## config.mk

```make
export PLATFORM = sky130hd
export DESIGN_NAME = vga_timing_gen
export DESIGN_NICKNAME = d
export VERILOG_FILES = /design/src/rtl/vga_timing_pkg.sv /design/src/rtl/timing_axis_counter.sv /design/src/rtl/vga_timing_gen.sv
export SDC_FILE = /design/constraint.sdc
export NUM_CORES = 1
export LEC_CHECK = 0
export CAP_MARGIN = 15
export CELL_PAD_IN_SITES_DETAIL_PLACEMENT = 1
export CELL_PAD_IN_SITES_GLOBAL_PLACEMENT = 1
export CORE_MARGIN = 1.5
export CORE_UTILIZATION = 40
export DETAILED_ROUTE_END_ITERATION = 10
export GPL_ROUTABILITY_DRIVEN = 0
export MAX_ROUTING_LAYER = met4
export PLACE_DENSITY = 0.84
export SYNTH_ARGS = -nofsm -noshare
export SYNTH_HDL_FRONTEND = slang
export SYNTH_SLANG_ARGS = --single-unit
```

## constraint.sdc

```tcl
create_clock -name i_clk -period 3.15 [get_ports i_clk]
set_clock_uncertainty 0.15 [all_clocks]
set_input_delay 0.315 -clock i_clk [delete_from_list [all_inputs] [get_ports i_clk]]
set_output_delay 0.315 -clock i_clk [all_outputs]
set_load 0.03 [all_outputs]
```

## src/rtl/vga_timing_pkg.sv

```systemverilog
// Shared definitions for the raster timing generator: FSM encoding and
// standard video mode timings.
package vga_timing_pkg;

   // Generator control state: waiting for the first pixel, or scanning.
   typedef enum logic {
      ST_IDLE = 1'b0,
      ST_RUN  = 1'b1
   } vga_state_e;

   // 640x480 @ 60 Hz (25.175 MHz pixel clock), negative syncs.
   localparam int unsigned VGA640_H_ACTIVE = 640;
   localparam int unsigned VGA640_H_FP     = 16;
   localparam int unsigned VGA640_H_SYNC   = 96;
   localparam int unsigned VGA640_H_BP     = 48;
   localparam int unsigned VGA640_V_ACTIVE = 480;
   localparam int unsigned VGA640_V_FP     = 10;
   localparam int unsigned VGA640_V_SYNC   = 2;
   localparam int unsigned VGA640_V_BP     = 33;
   localparam logic        VGA640_H_POL    = 1'b0;
   localparam logic        VGA640_V_POL    = 1'b0;

   // 1280x720 @ 60 Hz (74.25 MHz pixel clock), positive syncs.
   localparam int unsigned HD720_H_ACTIVE  = 1280;
   localparam int unsigned HD720_H_FP      = 110;
   localparam int unsigned HD720_H_SYNC    = 40;
   localparam int unsigned HD720_H_BP      = 220;
   localparam int unsigned HD720_V_ACTIVE  = 720;
   localparam int unsigned HD720_V_FP      = 5;
   localparam int unsigned HD720_V_SYNC    = 5;
   localparam int unsigned HD720_V_BP      = 20;
   localparam logic        HD720_H_POL     = 1'b1;
   localparam logic        HD720_V_POL     = 1'b1;

   // Positions per axis (line length or frame height).
   function automatic int unsigned axis_total(input int unsigned active,
                                              input int unsigned fp,
                                              input int unsigned sync,
                                              input int unsigned bp);
      return active + fp + sync + bp;
   endfunction

endpackage : vga_timing_pkg

```

## src/rtl/timing_axis_counter.sv

```systemverilog
// One raster axis: position counter that wraps at the axis total, plus
// region decode for the active and sync windows.
module timing_axis_counter
   import vga_timing_pkg::*;
#(
   parameter int unsigned ACTIVE = 640,
   parameter int unsigned FP     = 16,
   parameter int unsigned SYNC   = 96,
   parameter int unsigned BP     = 48
) (
   input  logic        clk_i,
   input  logic        rst_i,
   input  logic        advance_i,
   input  logic        load_zero_i,
   output logic [15:0] count_o,
   output logic        wrap_o,
   output logic        in_active_o,
   output logic        in_sync_o
);

   localparam int unsigned TOTAL      = axis_total(ACTIVE, FP, SYNC, BP);
   localparam logic [15:0] LAST       = 16'(TOTAL - 1);
   localparam logic [15:0] ACT_LIMIT  = 16'(ACTIVE);
   localparam logic [15:0] SYNC_FIRST = 16'(ACTIVE + FP);
   localparam logic [15:0] SYNC_LAST  = 16'(ACTIVE + FP + SYNC - 1);

   logic [15:0] count_q, count_d;

   // Next position: forced to zero on load, otherwise step and wrap at LAST.
   always_comb begin
      count_d = count_q;
      if (load_zero_i) begin
         count_d = '0;
      end else if (advance_i) begin
         count_d = (count_q == LAST) ? '0 : count_q + 16'd1;
      end
   end

   // Position register.
   always_ff @(posedge clk_i or posedge rst_i) begin
      if (rst_i) begin
         count_q <= '0;
      end else begin
         count_q <= count_d;
      end
   end

   assign count_o = count_q;

   // Terminal position: the next advance wraps this axis.
   assign wrap_o = (count_q == LAST);

   // Region flags decode the next position so that the parent can register
   // them on the same edge the counter moves, keeping them aligned with it.
   assign in_active_o = (count_d < ACT_LIMIT);
   assign in_sync_o   = (count_d >= SYNC_FIRST) && (count_d <= SYNC_LAST);

endmodule : timing_axis_counter

```

## src/rtl/vga_timing_gen.sv

```systemverilog
// Raster timing generator: x/y position, syncs, data enable and line/frame
// strobes, advancing one pixel per i_pix_en-qualified clock.
module vga_timing_gen
   import vga_timing_pkg::*;
#(
   parameter int unsigned H_ACTIVE = VGA640_H_ACTIVE,
   parameter int unsigned H_FP     = VGA640_H_FP,
   parameter int unsigned H_SYNC   = VGA640_H_SYNC,
   parameter int unsigned H_BP     = VGA640_H_BP,
   parameter int unsigned V_ACTIVE = VGA640_V_ACTIVE,
   parameter int unsigned V_FP     = VGA640_V_FP,
   parameter int unsigned V_SYNC   = VGA640_V_SYNC,
   parameter int unsigned V_BP     = VGA640_V_BP,
   parameter logic        H_POL    = VGA640_H_POL,
   parameter logic        V_POL    = VGA640_V_POL
) (
   input  logic        i_clk,
   input  logic        i_rst,
   input  logic        i_pix_en,
   output logic [15:0] o_x,
   output logic [15:0] o_y,
   output logic        o_h_sync,
   output logic        o_v_sync,
   output logic        o_de,
   output logic        o_line_start,
   output logic        o_frame_start
);

   vga_state_e state_q, state_d;

   logic load, advance;
   logic h_wrap, h_active, h_sync;
   logic v_wrap, v_active, v_sync;

   logic de_q, de_d;
   logic hs_q, hs_d;
   logic vs_q, vs_d;
   logic line_q, line_d;
   logic frame_q, frame_d;

   // Horizontal axis steps on every qualified pixel.
   timing_axis_counter #(
      .ACTIVE(H_ACTIVE),
      .FP    (H_FP),
      .SYNC  (H_SYNC),
      .BP    (H_BP)
   ) u_h_axis (
      .clk_i      (i_clk),
      .rst_i      (i_rst),
      .advance_i  (advance),
      .load_zero_i(load),
      .count_o    (o_x),
      .wrap_o     (h_wrap),
      .in_active_o(h_active),
      .in_sync_o  (h_sync)
   );

   // Vertical axis steps only when the horizontal axis wraps.
   timing_axis_counter #(
      .ACTIVE(V_ACTIVE),
      .FP    (V_FP),
      .SYNC  (V_SYNC),
      .BP    (V_BP)
   ) u_v_axis (
      .clk_i      (i_clk),
      .rst_i      (i_rst),
      .advance_i  (advance & h_wrap),
      .load_zero_i(load),
      .count_o    (o_y),
      .wrap_o     (v_wrap),
      .in_active_o(v_active),
      .in_sync_o  (v_sync)
   );

   // FSM next state plus flag/strobe next values; flags only move with the
   // counters, strobes fall back to zero on any edge without a wrap.
   always_comb begin
      state_d = state_q;
      load    = 1'b0;
      advance = 1'b0;
      de_d    = de_q;
      hs_d    = hs_q;
      vs_d    = vs_q;
      line_d  = 1'b0;
      frame_d = 1'b0;

      unique case (state_q)
         ST_IDLE: begin
            if (i_pix_en) begin
               load    = 1'b1;
               state_d = ST_RUN;
            end
         end
         ST_RUN: begin
            advance = i_pix_en;
         end
         default: begin
            state_d = ST_IDLE;
         end
      endcase

      if (load || advance) begin
         de_d = h_active & v_active;
         hs_d = h_sync ? H_POL : ~H_POL;
         vs_d = v_sync ? V_POL : ~V_POL;
      end

      line_d  = load | (advance & h_wrap);
      frame_d = load | (advance & h_wrap & v_wrap);
   end

   // State and output registers; reset parks syncs at their idle level.
   always_ff @(posedge i_clk or posedge i_rst) begin
      if (i_rst) begin
         state_q <= ST_IDLE;
         de_q    <= 1'b0;
         hs_q    <= ~H_POL;
         vs_q    <= ~V_POL;
         line_q  <= 1'b0;
         frame_q <= 1'b0;
      end else begin
         state_q <= state_d;
         de_q    <= de_d;
         hs_q    <= hs_d;
         vs_q    <= vs_d;
         line_q  <= line_d;
         frame_q <= frame_d;
      end
   end

   assign o_de          = de_q;
   assign o_h_sync      = hs_q;
   assign o_v_sync      = vs_q;
   assign o_line_start  = line_q;
   assign o_frame_start = frame_q;

endmodule : vga_timing_gen

```

Word-level counts from Yosys, hierarchy flattened --
Index checks and enable logic that the tools add are counted.
Storage, ports and cells: memory bits (read-only) 0, register bits 38, memories kept 0, logic and storage cells 38, input port bits 3, output and inout bits 37, RAM bits 0, latch bits 0
Operators by class: multiplexer cells 12, bitwise logic cells 5, reduce and logical (&&, ||, !) cells 3, div/mod/pow operators 0, eq/ne operators 2, multipliers 0, shift operators 0, add/sub/neg operators 2, order comparisons 6
Operators by type and width (count):
- $mux W16 | 6
- $add A16 B1 Y16 const B | 2
- $eq A16 B10 Y1 const B | 2
- $ge A16 B10 Y1 const B | 1
- $ge A16 B9 Y1 const B | 1
- $le A16 B10 Y1 const B | 1
- $le A16 B9 Y1 const B | 1
- $lt A16 B10 Y1 const B | 1
- $lt A16 B9 Y1 const B | 1
- $mux W1 | 6
- $and A1 B1 Y1 | 3
- $logic_and A1 B1 Y1 | 2
- $or A1 B1 Y1 | 2
- $logic_or A1 B1 Y1 | 1

Longest topological paths before layout --
Gate-level depths: netlist of run 1.
depth in word-level cells 7, mapped depth 10, depth with buffers taken out 10

Modules after synthesis --
From an unflattened synthesis of run 1, not the netlist that was laid out.
Unflattened totals: cell total of the unflattened synthesis 266, area total of the unflattened synthesis 2386.0 µm²
Modules (own cells, without submodules):
- timing_axis_counter (u_h_axis) | sequential area each 400.4 µm², cells an instance 125, instances 1, area each 1093.5 µm²
- timing_axis_counter (u_v_axis) | sequential area each 400.4 µm², cells an instance 118, instances 1, area each 1036.0 µm²
- vga_timing_gen | sequential area each 152.6 µm², cells an instance 23, instances 1, area each 256.5 µm²

Worst setup path before layout of run 1 --
No wires, ideal clock.
path kind reg2reg, from reg u_h_axis.count_q[1], in the netlist u_h_axis.count_o[1], to reg vs_q, in the netlist o_v_sync, period minus slack after synthesis 2.848 ns, slack 0.302 ns, arrival time 2.614 ns, stages on the path, launching flop included 10, data required time 2.917 ns, path buffers 1, setup time 0.083 ns, cells stage by stage dfrtp_1 ha_1 and3_1 nand2_1 clkbuf_1 nor4_1 xnor2_1 a21oi_1 or4_4 o32a_1
Between the ends: word-level cells in the longest chain between the ends 7, elaborated cells between the ends (all ways) 8, those cells by class 2 x order compare; 1 x eq/ne; 3 x mux; 1 x bitwise; 1 x reduce/logical
RTL lines:
- start, declared | RTL line timing_axis_counter.sv:27 | logic [15:0] count_q, count_d;
- start signal, assigned | RTL line timing_axis_counter.sv:44 | count_q <= count_d;
- $eq A16 B10 Y1 * | RTL line timing_axis_counter.sv:51 | assign wrap_o = (count_q == LAST);
- $and A1 B1 Y1 * | RTL line vga_timing_gen.sv:67 | .advance_i (advance & h_wrap),
- $mux W16 * | RTL line timing_axis_counter.sv:34 | end else if (advance_i) begin
- $mux W16 * | RTL line timing_axis_counter.sv:32 | if (load_zero_i) begin
- $ge A16 B9 Y1 / $le A16 B9 Y1 (equally long branches) | RTL line timing_axis_counter.sv:56 | assign in_sync_o = (count_d >= SYNC_FIRST) && (count_d <= SYNC_LAST);
- $logic_and A1 B1 Y1 * | RTL line timing_axis_counter.sv:56
- $mux W1 * | RTL line vga_timing_gen.sv:105 | vs_d = v_sync ? V_POL : ~V_POL;
- end signal, assigned | RTL line vga_timing_gen.sv:118 | vs_q <= ~V_POL;
- end signal, assigned | RTL line vga_timing_gen.sv:125 | vs_q <= vs_d;
- end, declared | RTL line vga_timing_gen.sv:37 | logic vs_q, vs_d;
Every way passes the cells marked *; elsewhere a longest branch is shown, timed or not. A chain may end at the register's enable or synchronous reset.

Final worst setup path of run 1 --
from reg u_h_axis.count_q[5], in the netlist u_h_axis.count_o[5], to reg vs_q, in the netlist o_v_sync
Between the ends: word-level cells in the longest chain between the ends 7, elaborated cells between the ends (all ways) 8, those cells by class 2 x order compare; 1 x eq/ne; 3 x mux; 1 x bitwise; 1 x reduce/logical
RTL lines (RTL line):
- $eq A16 B10 Y1 * | timing_axis_counter.sv:51
- $and A1 B1 Y1 * | vga_timing_gen.sv:67
- $mux W16 * | timing_axis_counter.sv:34
- $mux W16 * | timing_axis_counter.sv:32
- named net u_v_axis.count_d[15] | timing_axis_counter.sv:27
- $ge A16 B9 Y1 / $le A16 B9 Y1 (equally long branches) | timing_axis_counter.sv:56
- $logic_and A1 B1 Y1 * | timing_axis_counter.sv:56
- $mux W1 * | vga_timing_gen.sv:105
Mark *: on every way through the listed nets, which the timed path passes. The rest lies on a longest branch.

==> results of run 1 <==
## worst max-delay path: cells and delay by family, from the launching register on
| family | cells | cell delay (ns) |
|---|---|---|
| AOI/OAI and AO/OA | 2 | 0.71 |
| buffers and inverters | 2 | 0.25 |
| and+or+nand+nor | 5 | 1.36 |
| DFF | 1 | 0.50 |
## area by class of cell
type | instances | area, um2
clock buffer | 5 | 68.8
clock inverter | 3 | 40.0
fill | 654 | 2550
inverter | 10 | 43.8
multi-input combinational | 182 | 1220
sequential | 38 | 953
tap | 72 | 90.1
timing repair buffer | 54 | 503
## repair_timing
action	4_1_cts	5_1_grt
setup buffers	0	0
gates resized for setup	0	2
setup endpoints to repair	0	2
## how the worst max path moves through the flow
stage          endpoint  slack, ns
5_1_grt            o_de      0.003
3_3_place_gp   o_v_sync       0.25
2_1_floorplan  o_v_sync       0.30
4_1_cts        o_v_sync       0.16
3_5_place_dp       o_de       0.14
6_report       o_v_sync       0.10
## cell families after synthesis
family,count (synthesis),synth area share [%]
AOI/OAI and AO/OA,38,12.0
xor gates and xnor gates,21,8.17
adders and majority gates,3,1.67
buffers and inverters,19,3.89
DFF,38,42.4
muxes,1,0.445
and+or+nand+nor,119,31.5
## per-stage QoR
step / setup slack, ns / power, mW
after global routing: 0.00286 / 1.35
after detailed placement: 0.135 / 0.888
after CTS: 0.157 / 1.31
after global placement: 0.254 / 0.882
after floorplan: 0.302 / 0.755
final: 0.101 / 1.30
## synth_stat cells, types with 3 or more instances
library cell                n
sky130_fd_sc_hd__a21oi_1    9
sky130_fd_sc_hd__a41oi_1    3
sky130_fd_sc_hd__and3_1     6
sky130_fd_sc_hd__and4_1     5
sky130_fd_sc_hd__clkbuf_1   6
sky130_fd_sc_hd__dfrtp_1   36
sky130_fd_sc_hd__ha_1       3
sky130_fd_sc_hd__inv_1      8
sky130_fd_sc_hd__nand2_1   17
sky130_fd_sc_hd__nand2b_1   4
sky130_fd_sc_hd__nand3_1   19
sky130_fd_sc_hd__nand4_1   10
sky130_fd_sc_hd__nor2_1    23
sky130_fd_sc_hd__nor3_1     5
sky130_fd_sc_hd__nor4_1    10
sky130_fd_sc_hd__o21ai_0    8
sky130_fd_sc_hd__xnor2_1   10
sky130_fd_sc_hd__xor2_1    11
## where the power goes
| group | internal [mW] | total (mW) | switching, mW |
|---|---|---|---|
| registers | 0.521 | 0.575 | 0.0543 |
| logic | 0.130 | 0.313 | 0.183 |
| clock network | 0.233 | 0.414 | 0.181 |
| total | 0.884 | 1.30 | 0.418 |
## state kept, by name (all words and copies together), names as in the netlist
signal / flops
o_h_sync: 1
state_q: 1
o_line_start: 1
u_v_axis.count_o: 16
o_v_sync: 1
u_h_axis.count_o: 16
o_de: 1
o_frame_start: 1
## routing by layer
layer / global-route usage (%) / wire length (um) / up-vias
li1: - / - / 983
met1: 30.2 / 2900 / 1059
met2: 41.5 / 3470 / 82
met3: 4.53 / 357 / 18
met4: 8.93 / 144 / 0
met5: - / 0 / -
==> metrics.txt, run 1 <==
outcome completed; wire length of the first global-routing pass about 11 mm; commonest cells after routing, fill and taps aside 39 x sky130_fd_sc_hd__clkdlybuf4s50_1, 36 x sky130_fd_sc_hd__dfrtp_1, 23 x sky130_fd_sc_hd__nor2_1; final cycle utilization of the critical path roughly 97%; clock root buffer sky130_fd_sc_hd__clkbuf_8; max-cap check violation count 0; Yosys reg bits 38; I/O pins 40; Worst Reg-to-Reg Cells 9; largest stage delay on the critical path ~0.54 ns; static leakage power approximately 1.3 nW; number of antenna-violating nets in the routed design 0; leading cell type in the layout, fill and taps excluded sky130_fd_sc_hd__clkdlybuf4s50_1; WL/cell about 19 um; Congestion Overflow GR 0; ordered list of cells on the worst path nor4_4, nand4_1, a21bo_2, clkinv_2, nand2b_4, clkinv_4, nor2_1, or4_4, o32a_1; data required time at the worst endpoint approximately 3.2 ns; number of buffers created by CTS 5; sequential share of the synthesized area between 40% and 50%; Die Area 6090 um2; # DRC 0; antenna violations before repair 0; core area between 5000 and 6000 um2; starting utilization of the core area about two fifths; slew at the pin closest to its max-slew limit about 0.51 ns; number of warning messages in the yosys log 0; cell area after synthesis between 2000 and 2500 um2; worst min-delay path class input port to async pin; total length of routed wires 6.88 mm; number of failing hold endpoints at the final stage 0; CTS tree built; post-DR vias/cell 5.88; Area Overhead vs Synth 29.7%; unrepaired setup endpoints after global routing no; final cell count without fillers ~360; CTS max path bufs 2; average size of a mapped cell 9.42 um2; CP startpoint kind flip-flop; final layout net count around 300; total number of placement rows 27; Max Fclk between 0.3 and 0.4 GHz; type of destination of the critical path flip-flop; cell area after placement 2800 um2; arrival time worst endpoint between 3 and 4 ns; number of I/O port buffers 39; share of synthesized flip-flops with an asynchronous set or reset 100%; pin count of the biggest net entering global routing 39; top post-synthesis cells by area sky130_fd_sc_hd__dfrtp_1 40%, sky130_fd_sc_hd__xor2_1 4.3%, sky130_fd_sc_hd__nand3_1 4.2%; hold_ws about 0.32 ns; dominant cell type by area after synthesis sky130_fd_sc_hd__dfrtp_1; type of the worst setup path flip-flop to flip-flop; count of mapped cells out of synthesis between 200 and 250; number of nets in the synthesized netlist roughly 250; Design Area, Final 2920 um2; Synth cell types 56; worst ir drop on vdd ~0.27 mV; source of the worst register-to-register timing path u_h_axis.count_o[5]; EDFF count, synth 0; total power per unit cell area ~450 nW/um2; vias post-DR 2142; highest net fanout along the worst path 10; setup TNS 0 ns; Die Height about 78 um; post-detail-place hpwl roughly 4.9 mm; most used flip-flop cell after synthesis sky130_fd_sc_hd__dfrtp_1; placed insts around 360; register-to-register setup slack 0.10 ns; drt pass-1 iters 5; Final min period approximately 3 ns; Final Setup Violations 0; worst relative slew slack 66.3%; First DRT Iteration DRCs roughly 150; Slowest cell on crit path sky130_fd_sc_hd__or4_4; utilization of the core after routing ~53%; GRT Overall Usage between 20 and 25%; top-area cell type share of the netlist area between 40% and 50%; layout cell share with drive strength beyond 1 a little over an eighth; clock latency of the later-clocked register in the worst-skew pair 0.29 ns; critical path launch point u_h_axis.count_o[5]; clock transition time at the flip-flop clock pins of the worst setup and hold paths 0.08 ns; endpoint of the lowest-slack register-to-register path o_v_sync; sink count of the clock tree 38; # hold bufs at CTS 0; antenna diode instance count 0; number of pins with negative max-slew slack in the final report 0; number of H-tree branching levels 2; Chip Width about 78 um; vias in the first global route 2229
No activity file was read; power rests on OpenSTA's default activity.
==> run 2, diff against run 1 <==
Settings changed: CORE_ASPECT_RATIO set to 0.9.
==> run 2 against run 1 <==
  * Non-clock buffer count is 1 higher
  * Flip-flop and latch count is the same
  * Largest power group unchanged
  * Register-to-register slack improved by 0.09 ns
  * First-iteration DRC count rose by 24%
==> metrics.txt, run 2 (synthesis gave the netlist of run 1 again) <==
total internal power 0.812 mW (was 0.884 mW); data required time at the worst endpoint 3.19 ns (was 3.22 ns); First DRT Iteration DRCs 183 (was 147); starting utilization of the core area 42.1% (was 41.1%); arrival time worst endpoint 2.99 ns (was 3.12 ns); post-DR vias/cell 5.83 (was 5.88); type of the worst setup path flip-flop to flip-flop (unchanged); clock latency of the later-clocked register in the worst-skew pair 0.29 ns (about the same); WL/cell 18.5 um (was 18.9 um); switching power 0.395 mW (was 0.418 mW); setup TNS 0 ns (unchanged); Final min period 2.96 ns (was 3.05 ns); worst min-delay path class input port to async pin (unchanged); commonest cells after routing, fill and taps aside 39 x sky130_fd_sc_hd__clkdlybuf4s50_1, 36 x sky130_fd_sc_hd__dfrtp_1, 23 x sky130_fd_sc_hd__nor2_1 (unchanged); leading cell type in the layout, fill and taps excluded sky130_fd_sc_hd__clkdlybuf4s50_1 (unchanged); slew at the pin closest to its max-slew limit 0.620 ns (was 0.506 ns); vias in the first global route 2144 (was 2229); antenna diode instance count 0 (unchanged); area occupied by multi-input gates 1220 um2 (about the same); Logic pwr share 26.2% (was 24.0%); antenna violations before repair 0 (unchanged); total number of placement rows 25 (was 27); share of power burned in registers 47.3% (was 44.2%); buffer count from post-CTS setup fixing 0 (unchanged); max-cap check violation count 0 (unchanged); number of failing hold endpoints at the final stage 0 (unchanged); Die Area 6090 um2 (about the same); post-detail-place hpwl 4.98 mm (was 4.93 mm); Chip Width 82.1 um (was 78.0 um); utilization of the core after routing 54.0% (was 53.4%); worst ir drop on vdd 0.343 mV (was 0.268 mV); # DRC 0 (unchanged); clock transition time at the flip-flop clock pins of the worst setup and hold paths 0.07 ns (was 0.08 ns); highest net fanout along the worst path 10 (unchanged); final worst slack 0.193 ns (was 0.101 ns); final layout net count 298 (was 297); number of buffers created by CTS 5 (unchanged); Final Setup Violations 0 (unchanged); total length of routed wires 6.67 mm (was 6.88 mm); clock root buffer sky130_fd_sc_hd__clkbuf_8 (unchanged); static leakage power 1.25 nW (was 1.26 nW); layout cell share with drive strength beyond 1 12.6% (was 13.7%); sink count of the clock tree 38 (unchanged); type of destination of the critical path flip-flop (unchanged); worst relative slew slack 58.6% (was 66.3%); Worst Reg-to-Reg Cells 10 (was 9); Die Height 74.2 um (was 78.0 um); core area 5350 um2 (was 5470 um2); GRT Overall Usage 25.0% (was 24.8%); CTS max path bufs 2 (unchanged); Congestion Overflow GR 0 (unchanged); number of H-tree branching levels 2 (unchanged); drt pass-1 iters 4 (was 5); overall power consumption 1.21 mW (was 1.30 mW); I/O pins 40 (unchanged); wire length of the first global-routing pass 11.1 mm (was 11.4 mm); part of the power in the clock network 26.5% (was 31.8%); Setup Slack @ Placement 0.0484 ns (was 0.135 ns); Area Overhead vs Synth 28.3% (was 29.7%); number of I/O port buffers 39 (unchanged); source of the worst register-to-register timing path u_h_axis.count_o[0] (was u_h_axis.count_o[5]); Max Fclk 0.338 GHz (was 0.328 GHz); number of antenna-violating nets in the routed design 0 (unchanged); share of total power consumed by net switching 32.7% (was 32.1%); flip-flop and latch area 953 um2 (unchanged); outcome completed (unchanged); final cycle utilization of the critical path 93.9% (was 96.8%); number of fill cells in the layout 628 (was 654); pin count of the biggest net entering global routing 24 (was 39); vias post-DR 2099 (was 2142); critical path launch point u_h_axis.count_o[0] (was u_h_axis.count_o[5]); CTS tree built (unchanged); unrepaired setup endpoints after global routing no (unchanged); number of pins with negative max-slew slack in the final report 0 (unchanged); total power per unit cell area 418 nW/um2 (was 446 nW/um2); CP startpoint kind flip-flop (unchanged)
==> run 2: routing by layer <==
| metal | routed length (um) | global-route usage, % | share of wire (%) | up-vias |
|---|---|---|---|---|
| li1 | - | - | - | 984 |
| met5 | 0 | - | 0 | - |
| met3 | 367 | 4.42 | 5.5 | 7 |
| met2 | 3120 | 38.9 | 47 | 70 |
| met1 | 3110 | 33.8 | 47 | 1038 |
| met4 | 78 | 6.03 | 1.2 | 0 |
==> run 2: what timing repair did <==
| action | CTS | global route |
|---|---|---|
| gates resized for setup | 0 | 1 |
| endpoints found under the setup margin | 0 | 2 |
| hold buffers | 0 | 0 |
==> run 2: path summary, 6_finish.rpt <==
path | endpoint | slack [ns]
worst max-delay path | o_de | 0.19
worst min-delay path | u_h_axis.count_o[1] | 0.25
worst max register to register | o_de | 0.19
worst min register to register | o_de | 0.36
max in group asynchronous | u_v_axis.count_o[5] | 1.84
min in group i_clk | o_de | 0.36
==> run 2: layout make-up <==
cell class / count / area share (%)
inverter: 10 / 1.52
tap: 67 / 2.90
multi-input combinational: 182 / 42.1
timing repair buffer: 55 / 17.7
clock buffer: 8 / 2.77
sequential: 38 / 33.0
==> run 2: through the flow <==
stage               std cells  hold WS [ns]  instance area, um2
finish                    360         0.252                2890
global route              360         0.312                2890
CTS                       360         0.269                2880
detailed placement        352         0.348                2800
global placement          352         0.334                2800
floorplan                 239         0.356                2250
==> run 2: worst max-delay path: stages (launching register included) <==
cell and delay [ns]:
sky130_fd_sc_hd__dfrtp_1 0.44, sky130_fd_sc_hd__ha_1 0.23, sky130_fd_sc_hd__and3_1 0.24, sky130_fd_sc_hd__nand4_1 0.22, sky130_fd_sc_hd__a21bo_2 0.34, sky130_fd_sc_hd__clkinv_2 0.13
sky130_fd_sc_hd__nand2b_4 0.08, sky130_fd_sc_hd__clkinv_4 0.09, sky130_fd_sc_hd__nor2_1 0.07, sky130_fd_sc_hd__or4_4 0.53, sky130_fd_sc_hd__o41ai_2 0.33
==> run 2: power groups by stage <==
| stage | Combinational [mW] | Sequential [mW] | Clock (mW) |
|---|---|---|---|
| after floorplan | 0.110 | 0.645 | 0 |
| after detailed placement | 0.315 | 0.577 | 0 |
| final | 0.316 | 0.571 | 0.320 |
| after CTS | 0.317 | 0.570 | 0.327 |
| after global routing | 0.340 | 0.577 | 0.352 |
| after global placement | 0.307 | 0.576 | 0 |
